File: src/rtl/board_io_pkg.sv
// board_io_pkg
//   Shared constants for the board I/O controller: bus data width,
//   register word addresses and a width-legality helper used at
//   elaboration time by board_io_ctrl.
package board_io_pkg;

   localparam int BUS_DW = 32;
   localparam int ADDR_W = 4;

   localparam logic [ADDR_W-1:0] ADDR_PB_STATE  = 4'h0;
   localparam logic [ADDR_W-1:0] ADDR_SW_STATE  = 4'h1;
   localparam logic [ADDR_W-1:0] ADDR_PB_EDGE   = 4'h2;
   localparam logic [ADDR_W-1:0] ADDR_IRQ_EN    = 4'h3;
   localparam logic [ADDR_W-1:0] ADDR_LED       = 4'h4;
   localparam logic [ADDR_W-1:0] ADDR_LED_BLINK = 4'h5;

   // A vector width is legal when it fits in one bus word.
   function automatic bit width_ok(input int w);
      return (w >= 1) && (w <= BUS_DW);
   endfunction

endpackage

File: src/rtl/board_io_debounce.sv
// board_io_debounce
//   Synchroniser plus per-bit debounce counters for a vector of slow,
//   asynchronous board inputs.
// Ports:
//   clk_i    system clock
//   rst_i    synchronous active-high reset (clears sync flops, counters, state)
//   din_i    raw asynchronous inputs
//   state_o  debounced state, changes SYNC_STAGES+DEBOUNCE_CYCLES cycles after
//            a stable input change
module board_io_debounce
   import board_io_pkg::*;
#(
   parameter int WIDTH           = 1,
   parameter int SYNC_STAGES     = 2,
   parameter int DEBOUNCE_CYCLES = 1
) (
   input  logic             clk_i,
   input  logic             rst_i,
   input  logic [WIDTH-1:0] din_i,
   output logic [WIDTH-1:0] state_o
);

   localparam int CNT_W = $clog2(DEBOUNCE_CYCLES + 1);
   // The flip happens on the edge where the count would reach
   // DEBOUNCE_CYCLES, i.e. while the register still holds DEBOUNCE_CYCLES-1.
   localparam logic [CNT_W-1:0] CNT_LAST = CNT_W'(DEBOUNCE_CYCLES - 1);

   logic [WIDTH-1:0] sync_q [SYNC_STAGES];
   logic [CNT_W-1:0] cnt_q  [WIDTH];
   logic [CNT_W-1:0] cnt_d  [WIDTH];
   logic [WIDTH-1:0] state_q, state_d;
   logic [WIDTH-1:0] synced;

   assign synced = sync_q[SYNC_STAGES-1];

   always_comb begin
      state_d = state_q;
      for (int b = 0; b < WIDTH; b++) begin
         cnt_d[b] = cnt_q[b];
         if (synced[b] == state_q[b]) begin
            cnt_d[b] = '0;
         end else if (cnt_q[b] == CNT_LAST) begin
            state_d[b] = synced[b];
            cnt_d[b]   = '0;
         end else begin
            cnt_d[b] = cnt_q[b] + 1'b1;
         end
      end
   end

   always_ff @(posedge clk_i) begin
      if (rst_i) begin
         for (int s = 0; s < SYNC_STAGES; s++) sync_q[s] <= '0;
         for (int b = 0; b < WIDTH; b++) cnt_q[b] <= '0;
         state_q <= '0;
      end else begin
         sync_q[0] <= din_i;
         for (int s = 1; s < SYNC_STAGES; s++) sync_q[s] <= sync_q[s-1];
         for (int b = 0; b < WIDTH; b++) cnt_q[b] <= cnt_d[b];
         state_q <= state_d;
      end
   end

   assign state_o = state_q;

endmodule

File: src/rtl/board_io_ctrl.sv
// board_io_ctrl
//   Board I/O controller: debounced push-buttons and switches, sticky
//   push-button rising-edge bits with interrupt, LED register with optional
//   per-LED blink, all behind a single-outstanding register bus.
//   Optional feature macro: BOARD_IO_BLINK_EN (blink prescaler + LED_BLINK).
// Ports:
//   clk_i, rst_i         clock, synchronous active-high reset
//   pll_locked_i         PLL lock (async); block held in reset while low
//   pb_i, sw_i           raw push-buttons (1 = pressed) and switches
//   led_o                registered LED drive
//   req_*                bus request: valid/ready/we/addr/wdata
//   rsp_valid_o/rdata_o  one-cycle response, rdata 0 for writes
//   irq_o                registered level interrupt |(PB_EDGE & IRQ_EN)
//
// Bus handshake: a request transfers on a rising edge where req_valid_i and
// req_ready_o are both 1; req_ready_o is 1 whenever out of reset, so every
// request transfers in one cycle. Exactly one cycle later rsp_valid_o pulses
// for one cycle with rsp_rdata_o valid. Writes update registers on the
// transferring edge.
module board_io_ctrl
   import board_io_pkg::*;
#(
   parameter int NUM_PB          = 4,
   parameter int NUM_SW          = 8,
   parameter int NUM_LED         = 8,
   parameter int SYNC_STAGES     = 2,
   parameter int DEBOUNCE_CYCLES = 250000,
   parameter int BLINK_CYCLES    = 12500000
) (
   input  logic               clk_i,
   input  logic               rst_i,
   input  logic               pll_locked_i,
   input  logic [NUM_PB-1:0]  pb_i,
   input  logic [NUM_SW-1:0]  sw_i,
   output logic [NUM_LED-1:0] led_o,
   input  logic               req_valid_i,
   output logic               req_ready_o,
   input  logic               req_we_i,
   input  logic [ADDR_W-1:0]  req_addr_i,
   input  logic [BUS_DW-1:0]  req_wdata_i,
   output logic               rsp_valid_o,
   output logic [BUS_DW-1:0]  rsp_rdata_o,
   output logic               irq_o
);

   if (!width_ok(NUM_PB) || !width_ok(NUM_SW) || !width_ok(NUM_LED)) begin : g_bad_width
      $error("board_io_ctrl: NUM_PB, NUM_SW and NUM_LED must be in 1..32");
   end
   if (SYNC_STAGES < 2 || DEBOUNCE_CYCLES < 1 || BLINK_CYCLES < 1) begin : g_bad_param
      $error("board_io_ctrl: SYNC_STAGES >= 2, DEBOUNCE_CYCLES >= 1, BLINK_CYCLES >= 1");
   end

   // Lock is synchronised here; loss of lock behaves exactly like rst_i.
   logic [SYNC_STAGES-1:0] lock_sync_q;
   logic                   int_rst;

   always_ff @(posedge clk_i) begin
      if (rst_i) lock_sync_q <= '0;
      else       lock_sync_q <= {lock_sync_q[SYNC_STAGES-2:0], pll_locked_i};
   end

   assign int_rst = rst_i | ~lock_sync_q[SYNC_STAGES-1];

   logic [NUM_PB-1:0] pb_db;
   logic [NUM_SW-1:0] sw_db;

   board_io_debounce #(.WIDTH(NUM_PB), .SYNC_STAGES(SYNC_STAGES), .DEBOUNCE_CYCLES(DEBOUNCE_CYCLES))
      u_pb_db (.clk_i(clk_i), .rst_i(int_rst), .din_i(pb_i), .state_o(pb_db));

   board_io_debounce #(.WIDTH(NUM_SW), .SYNC_STAGES(SYNC_STAGES), .DEBOUNCE_CYCLES(DEBOUNCE_CYCLES))
      u_sw_db (.clk_i(clk_i), .rst_i(int_rst), .din_i(sw_i), .state_o(sw_db));

   logic [NUM_PB-1:0]  pb_prev_q, pb_edge_q, pb_edge_d, irq_en_q, irq_en_d;
   logic [NUM_LED-1:0] led_q, led_d, led_out_q, led_drive;
   logic               ready_q, rsp_valid_q, irq_q;
   logic [BUS_DW-1:0]  rsp_rdata_q, rdata_d;
   logic               req_fire, wr_en;
   logic               unused_wdata;

   assign req_fire = req_valid_i & ready_q;
   assign wr_en    = req_fire & req_we_i;
   // Field widths are at most 32, so upper write-data bits may be dropped.
   assign unused_wdata = ^req_wdata_i;

`ifdef BOARD_IO_BLINK_EN
   localparam int BLINK_W = $clog2(BLINK_CYCLES + 1);
   localparam logic [BLINK_W-1:0] BLINK_LAST = BLINK_W'(BLINK_CYCLES - 1);

   logic [BLINK_W-1:0] blink_cnt_q;
   logic               phase_q;
   logic [NUM_LED-1:0] led_blink_q;

   always_ff @(posedge clk_i) begin
      if (int_rst) begin
         blink_cnt_q <= '0;
         phase_q     <= 1'b0;
         led_blink_q <= '0;
      end else begin
         if (blink_cnt_q == BLINK_LAST) begin
            blink_cnt_q <= '0;
            phase_q     <= ~phase_q;
         end else begin
            blink_cnt_q <= blink_cnt_q + 1'b1;
         end
         if (wr_en && req_addr_i == ADDR_LED_BLINK) led_blink_q <= req_wdata_i[NUM_LED-1:0];
      end
   end

   // A blinking LED is only lit during the high half of the phase.
   assign led_drive = led_q & (~led_blink_q | {NUM_LED{phase_q}});
`else
   assign led_drive = led_q;
`endif

   always_comb begin
      // A W1C clear and a fresh rising edge on the same bit: the edge wins.
      pb_edge_d = pb_edge_q | (pb_db & ~pb_prev_q);
      if (wr_en && req_addr_i == ADDR_PB_EDGE)
         pb_edge_d = (pb_edge_q & ~req_wdata_i[NUM_PB-1:0]) | (pb_db & ~pb_prev_q);

      irq_en_d = irq_en_q;
      if (wr_en && req_addr_i == ADDR_IRQ_EN) irq_en_d = req_wdata_i[NUM_PB-1:0];

      led_d = led_q;
      if (wr_en && req_addr_i == ADDR_LED) led_d = req_wdata_i[NUM_LED-1:0];

      rdata_d = '0;
      if (req_fire && !req_we_i) begin
         case (req_addr_i)
            ADDR_PB_STATE:  rdata_d[NUM_PB-1:0]  = pb_db;
            ADDR_SW_STATE:  rdata_d[NUM_SW-1:0]  = sw_db;
            ADDR_PB_EDGE:   rdata_d[NUM_PB-1:0]  = pb_edge_q;
            ADDR_IRQ_EN:    rdata_d[NUM_PB-1:0]  = irq_en_q;
            ADDR_LED:       rdata_d[NUM_LED-1:0] = led_q;
`ifdef BOARD_IO_BLINK_EN
            ADDR_LED_BLINK: rdata_d[NUM_LED-1:0] = led_blink_q;
`endif
            default:        rdata_d = '0;
         endcase
      end
   end

   always_ff @(posedge clk_i) begin
      if (int_rst) begin
         pb_prev_q   <= '0;
         pb_edge_q   <= '0;
         irq_en_q    <= '0;
         led_q       <= '0;
         led_out_q   <= '0;
         irq_q       <= 1'b0;
         ready_q     <= 1'b0;
         rsp_valid_q <= 1'b0;
         rsp_rdata_q <= '0;
      end else begin
         pb_prev_q   <= pb_db;
         pb_edge_q   <= pb_edge_d;
         irq_en_q    <= irq_en_d;
         led_q       <= led_d;
         led_out_q   <= led_drive;
         irq_q       <= |(pb_edge_q & irq_en_q);
         ready_q     <= 1'b1;
         rsp_valid_q <= req_fire;
         rsp_rdata_q <= rdata_d;
      end
   end

   assign led_o       = led_out_q;
   assign req_ready_o = ready_q;
   assign rsp_valid_o = rsp_valid_q;
   assign rsp_rdata_o = rsp_rdata_q;
   assign irq_o       = irq_q;

endmodule
File: config.mk
export PLATFORM = sky130hd
export DESIGN_NAME = board_io_ctrl
export DESIGN_NICKNAME = d
export VERILOG_FILES = /design/src/rtl/board_io_pkg.sv /design/src/rtl/board_io_debounce.sv /design/src/rtl/board_io_ctrl.sv
export SDC_FILE = /design/constraint.sdc
export NUM_CORES = 1
export LEC_CHECK = 0
export CORE_ASPECT_RATIO = 1.5
export CORE_MARGIN = 4
export CORE_UTILIZATION = 60
export DETAILED_ROUTE_END_ITERATION = 7
export DONT_BUFFER_PORTS = 1
export PLACE_DENSITY = 0.77
export SYNTH_ARGS = -nofsm -noshare
export SYNTH_HDL_FRONTEND = slang
export SYNTH_SLANG_ARGS = --single-unit
export TNS_END_PERCENT = 100
File: constraint.sdc
create_clock -name clk_i -period 4.9 [get_ports clk_i]
set_input_delay 0.98 -clock clk_i [delete_from_list [all_inputs] [get_ports clk_i]]
set_output_delay 0.98 -clock clk_i [all_outputs]
set_load 0.01 [all_outputs]
---- Yosys cells after proc, flatten, opt, wreduce, memory -nomap -nowiden ----
Memory sizes are Yosys's and may differ from the RTL's.
Cells that the tools add are included.
word-level totals
  flip-flop bits (word level) ............. 77
  latch bits .............................. 0
  bits in writable memories ............... 240
  memory bits (read-only) ................. 0
  input port bits ......................... 53
  output and inout port bits .............. 43
  logic and storage cells ................. 173
  memories kept ........................... 4
operators by class
  add/subtract/negate cells ............... 12
  multiply operators ...................... 0
  divide/modulo/power cells ............... 0
  magnitude comparators ................... 0
  equality and inequality tests ........... 28
  shift-type cells ........................ 0
  mux-type cells .......................... 46
  bitwise logic cells ..................... 40
  reduce and logical (&&, ||, !) cells .... 20
memory list
  name            depth  width  read ports  clocked after memory_dff  wr ports  line                     source
  u_sw_db.cnt_q   8      18     8           0                         8         board_io_debounce.sv:29  logic [CNT_W-1:0] cnt_q [WIDTH];
  u_pb_db.cnt_q   4      18     4           0                         4         board_io_debounce.sv:29
  u_sw_db.sync_q  2      8      2           0                         2         board_io_debounce.sv:28  logic [WIDTH-1:0] sync_q [SYNC_STAGES];
  u_pb_db.sync_q  2      4      2           0                         2         board_io_debounce.sv:28
operator list
  operator               count
  $mux 18                36
  $add 18x1->18 const B  12
  $eq 18x18->1 const B   12
  $reduce_and 2->1       12
  $pmux 4 s5             1
  $or 1x1->1             17
  $mux 8                 2
  $not 1->1              14
  $and 4x4->4            3
  $eq 1x1->1             12
  $mux 4                 3
  $eq 4x2->1 const B     2
  $not 4->4              2
  $or 4x4->4             2
  $pmux 4 s2             1
  $eq 4x1->1 const B     1
  $eq 4x3->1 const B     1
  $logic_and 1x1->1      4
  $logic_not 4->1        1
  $reduce_or 4->1        1
  $mux 1                 3
  $and 1x1->1            2
  $reduce_or 2->1        1
  $logic_not 1->1        1

---- Depth between registers and ports, before layout ----
  word-level depth ........................ 5
  depth in mapped cells ................... 6

---- Cells and area by module ----
A second synthesis with hierarchy kept.
second synthesis, totals
  cell total of the unflattened synthesis .. 1423
  area, all modules ....................... 12797.3 sq um
modules (own cells, without submodules)
  module                       instances  cells each  area an instance (sq um)  sequential area each (sq um)
  board_io_debounce (u_sw_db)  1          830         7395.8                    3363.2
  board_io_debounce (u_pb_db)  1          413         3672.3                    1681.6
  board_io_ctrl                1          180         1729.2                    820.8

---- Worst setup path after synthesis ----
Ideal clock, no wire load.
  path type ............................... input -> register
  start ................................... input port req_addr_i[0]
  end ..................................... register led_q[0] (netlist: led_drive[0])
  library setup time ...................... 0.128 ns
  data arrival time ....................... 2.308 ns
  data required time ...................... 4.772 ns
  path slack .............................. 2.465 ns
  cell stages on the path ................. 6
  buffers on the path ..................... 2
  cell sequence ........................... clkbuf_1 > nor4b_4 > and4_1 > buf_2 > mux2i_1 > nor2_1
between the ends
  cells in the longest elaborated chain, start to end .. 2
RTL lines
  what                    line                  source
  start: declaration      board_io_ctrl.sv:39   input logic [ADDR_W-1:0] req_addr_i,
  $eq 4x3->1              board_io_ctrl.sv:125  if (wr_en && req_addr_i == ADDR_LED) led_d = req_wdata_i[NUM_LED-1:0];
  $logic_and 1x1->1       board_io_ctrl.sv:125
  end signal: assignment  board_io_ctrl.sv:158  led_q <= led_d;
  end: declaration        board_io_ctrl.sv:74   logic [NUM_LED-1:0] led_q, led_d, led_out_q, led_drive;
No other way between the ends.
A chain may end at the register's enable or synchronous reset.

==> results.sh <==
export IMPL_grt_use_met2=0.356
export IMPL_nFillCells=1664
export IMPL_ant_nets=0
export IMPL_regArea_mm2=0.00587
export IMPL_routabilityCongestion=0.854
export IMPL_peakVddDrop_v=0.000328
export IMPL_required_ps=5290
export IMPL_min_period_ps=2330
export IMPL_grt_use_total=0.197
export IMPL_path_cells="ha_1 > nand3_1 > or4_1 > o21ai_2 > nor2_1"
export IMPL_fin_skew_ps=9.50
export IMPL_yosys_most_used_dff="dfxtp_1"
export IMPL_yosys_warnings=0
export IMPL_critPathLaunchType="flop"
export IMPL_syn2layout_area_growth_pct=8.95
export IMPL_synth_area_mm2=0.0126
export IMPL_grt_max_degree=47
export IMPL_die_y_um=186
export IMPL_ys_seq_elements=293
export IMPL_synthTopCellsByArea="dfxtp_1 (46%), xnor2_1 (9.2%), nor2_1 (7.4%)"
export IMPL_synth_avg_cell_area_um2=9.00
export IMPL_drive_gt1_frac=0.0635
export IMPL_clk_latency_ps=530
export IMPL_rsz0062_at_grt="no"
export IMPL_use_met3=0.0342
export IMPL_power_per_cell_area_mw_per_mm2=348
export IMPL_crit_slowest_cell="or4_1"
export IMPL_period_share=0.477
export IMPL_multi_input_area_mm2=0.00633
export IMPL_route_vias_total=9496
export IMPL_finalSetupViolCount=0
export IMPL_slowest_delay_ps=600
export IMPL_htreeDepth=1
export IMPL_routedWlPerCell_um=14.0
export IMPL_routed_wl_um=23600
export IMPL_ys_seq_area_frac=0.465
export IMPL_gr_total_overflow=0
export IMPL_hold_ws_ps=426
export IMPL_drc_errors=0
export IMPL_hold_viol=0
export IMPL_rows=64
export IMPL_initial_core_util=0.613
export IMPL_status="finished, final reports clean"
export IMPL_worstSetupPathType="reg -> reg"
export IMPL_synth_cells=1402
export IMPL_postCtsHoldBufs=0
export IMPL_antenna_found_initial=1
export IMPL_critPathMaxFanout=18
export IMPL_grt_util_met1=0.240
export IMPL_finalSetupTns_ps=0
export IMPL_nets=1461
export IMPL_clock_path_buffers=3
export IMPL_drtIter0Drc=378
export IMPL_grt_pass1_vias=8893
export IMPL_fmaxAchievable_mhz=428
export IMPL_endpoint_kind="flop"
export IMPL_cts_sinks=293
export IMPL_via_per_inst=5.65
export IMPL_dieArea_mm2=0.0235
export IMPL_tightest_slew_ps=1220
export IMPL_cts_resized=0
export IMPL_post_cts_buffers=0
export IMPL_top_usage_layer="met2"
export IMPL_grt_first_pass_wirelength_um=40400
export IMPL_rrSetupSlack_ps=2570
export IMPL_core_mm2=0.0206
export IMPL_max_slew_margin_rel=0.184
export IMPL_portBuffers=0
export IMPL_netlist_area_leader_share=0.465
export IMPL_pin_count=96
export IMPL_min_path_type="reg -> reg"
export IMPL_clkSlewWorstSetupHoldPaths_ps=60
export IMPL_p_leak_nw=4.04
export IMPL_dieWidth_um=126
export IMPL_ys_types=56
export IMPL_dp_hpwl_um=16200
export IMPL_cts_tree="done"
export IMPL_clock_tree_root_cell="clkbuf_16"
export IMPL_drv_slew=0
export IMPL_synth_edf_count=0
export IMPL_synthArstFlopShare=0
export IMPL_drv_cap=0
export IMPL_cts_buffers=28
export IMPL_drt_pass1_iter_count=5
export IMPL_synth_largest_area_cell="dfxtp_1"
export IMPL_crit_arrival_ps=2720
==> sequential cells by signal, indices dropped and copies added (netlist names), 2 cells and up <==
signal and flops:
u_sw_db.cnt_q 144, lock_sync_q 2, u_sw_db.sync_q 16, pb_edge_q 4, pb_prev_q 4, u_sw_db.state_o 8, led_drive 8, led_o 8
irq_en_q 4, rsp_rdata_o 8, u_pb_db.state_o 4, u_pb_db.sync_q 8, u_pb_db.cnt_q 72
==> path summary, 6_finish.rpt <==
check / from / to / depth (start not counted)
worst max-delay path: u_sw_db.cnt_q[1][54] / u_sw_db.cnt_q[1][61] / 5
worst min-delay path: u_sw_db.sync_q[0][6] / u_sw_db.sync_q[0][14] / 1
worst max register to register: u_sw_db.cnt_q[1][54] / u_sw_db.cnt_q[1][61] / 5
worst min register to register: u_sw_db.sync_q[0][6] / u_sw_db.sync_q[0][14] / 1
==> cell usage in the layout, fill, tap and decap left out, types with 6 or more instances in the layout <==
cell type	n
a21oi_1	28
a22oi_1	6
and2_1	39
and4_1	14
bufinv_16	6
clkbuf_16	29
conb_1	24
dfxtp_1	293
ha_1	12
inv_1	43
mux2i_1	14
nand2_1	65
nand2b_1	10
nand3_1	70
nand4_1	62
nor2_1	250
nor3_1	40
nor4_1	59
nor4b_1	14
o211ai_1	7
o21ai_0	17
o31ai_1	11
o41ai_1	7
or3_1	16
or4_1	15
or4b_2	6
xnor2_1	132
xor2_1	50
==> report_power, final <==
| part | leakage [nW] | switching (mW) | internal (mW) | total [mW] |
|---|---|---|---|---|
| Sequential | 2.36 | 0.000897 | 2.38 | 2.38 |
| Combinational | 1.17 | 0.0177 | 0.00505 | 0.0228 |
| Clock | 0.507 | 0.899 | 1.47 | 2.37 |
==> kinds of logic (layout without fill, tap and decap cells) <==
group / Yosys count / in the layout / share of synthesized area
and+or+nand+nor: 690 / 690 / 0.286
xor gates and xnor gates: 182 / 182 / 0.126
AOI/OAI and AO/OA: 99 / 99 / 0.0549
buffers and inverters: 106 / 98 / 0.0406
other: 1 / 25 / 0.000297
muxes: 19 / 19 / 0.0156
adders and majority gates: 12 / 12 / 0.0119
DFF: 293 / 293 / 0.465
==> routing by layer <==
layer / part of all wire / wire [um]
met2: 0.50 / 11700
met4: 0.020 / 481
met5: 0 / 0
met1: 0.43 / 10200
met3: 0.051 / 1210
==> metrics by stage <==
step	setup WS (ps)	total power [mW]	std cells	area, um^2	util
after floorplan	2460	2.47	1425	12700	-
after global placement	2070	2.46	1630	12700	0.618
after detailed placement	2030	2.46	1630	12700	0.618
after CTS	2560	4.83	1681	13700	0.668
after global routing	2340	4.92	1682	13700	0.668
final	2570	4.78	1682	13700	0.668
==> cell usage after synthesis, types with 2 or more instances <==
master and count:
dfxtp_1 293, nor2_1 250, xnor2_1 132, nand3_1 70, nand2_1 65, nand4_1 62, nor4_1 59, xor2_1 50
inv_1 44, nor3_1 40, and2_1 39, a21oi_1 28, buf_4 25, clkbuf_1 18, o21ai_0 17, or3_1 16
or4_1 15, and4_1 14, mux2i_1 14, nor4b_1 14, buf_2 12, ha_1 12, o31ai_1 11, nand2b_1 10
o211ai_1 7, o41ai_1 7, a22oi_1 6, or4b_2 6, and3_1 5, mux2_2 5, o211ai_2 5, a222oi_1 4
a22o_1 4, clkbuf_2 4, o21ai_2 4, buf_1 3, nand3_2 3, nand3b_1 3, nor2b_1 3, or2_2 3
or4_4 3, nand4_2 2, or4b_1 2
==> layout make-up <==
cell class | instances | area share
Timing Repair Buffer | 3 | 0.00164
Antenna cell | 1 | 0.000182
Sequential cell | 293 | 0.427
Tap cell | 264 | 0.0240
Clock inverter | 13 | 0.0164
Inverter | 44 | 0.0120
Multi-Input combinational cell | 1026 | 0.460
Clock buffer | 38 | 0.0589
==> critical path: cells and delay by family (launching register included) <==
kind / cells / cell delay [ps]
DFF: 1 / 380
and+or+nand+nor: 3 / 1000
adders and majority gates: 1 / 200
AOI/OAI and AO/OA: 1 / 600
Power figures use the tool's default switching activity.
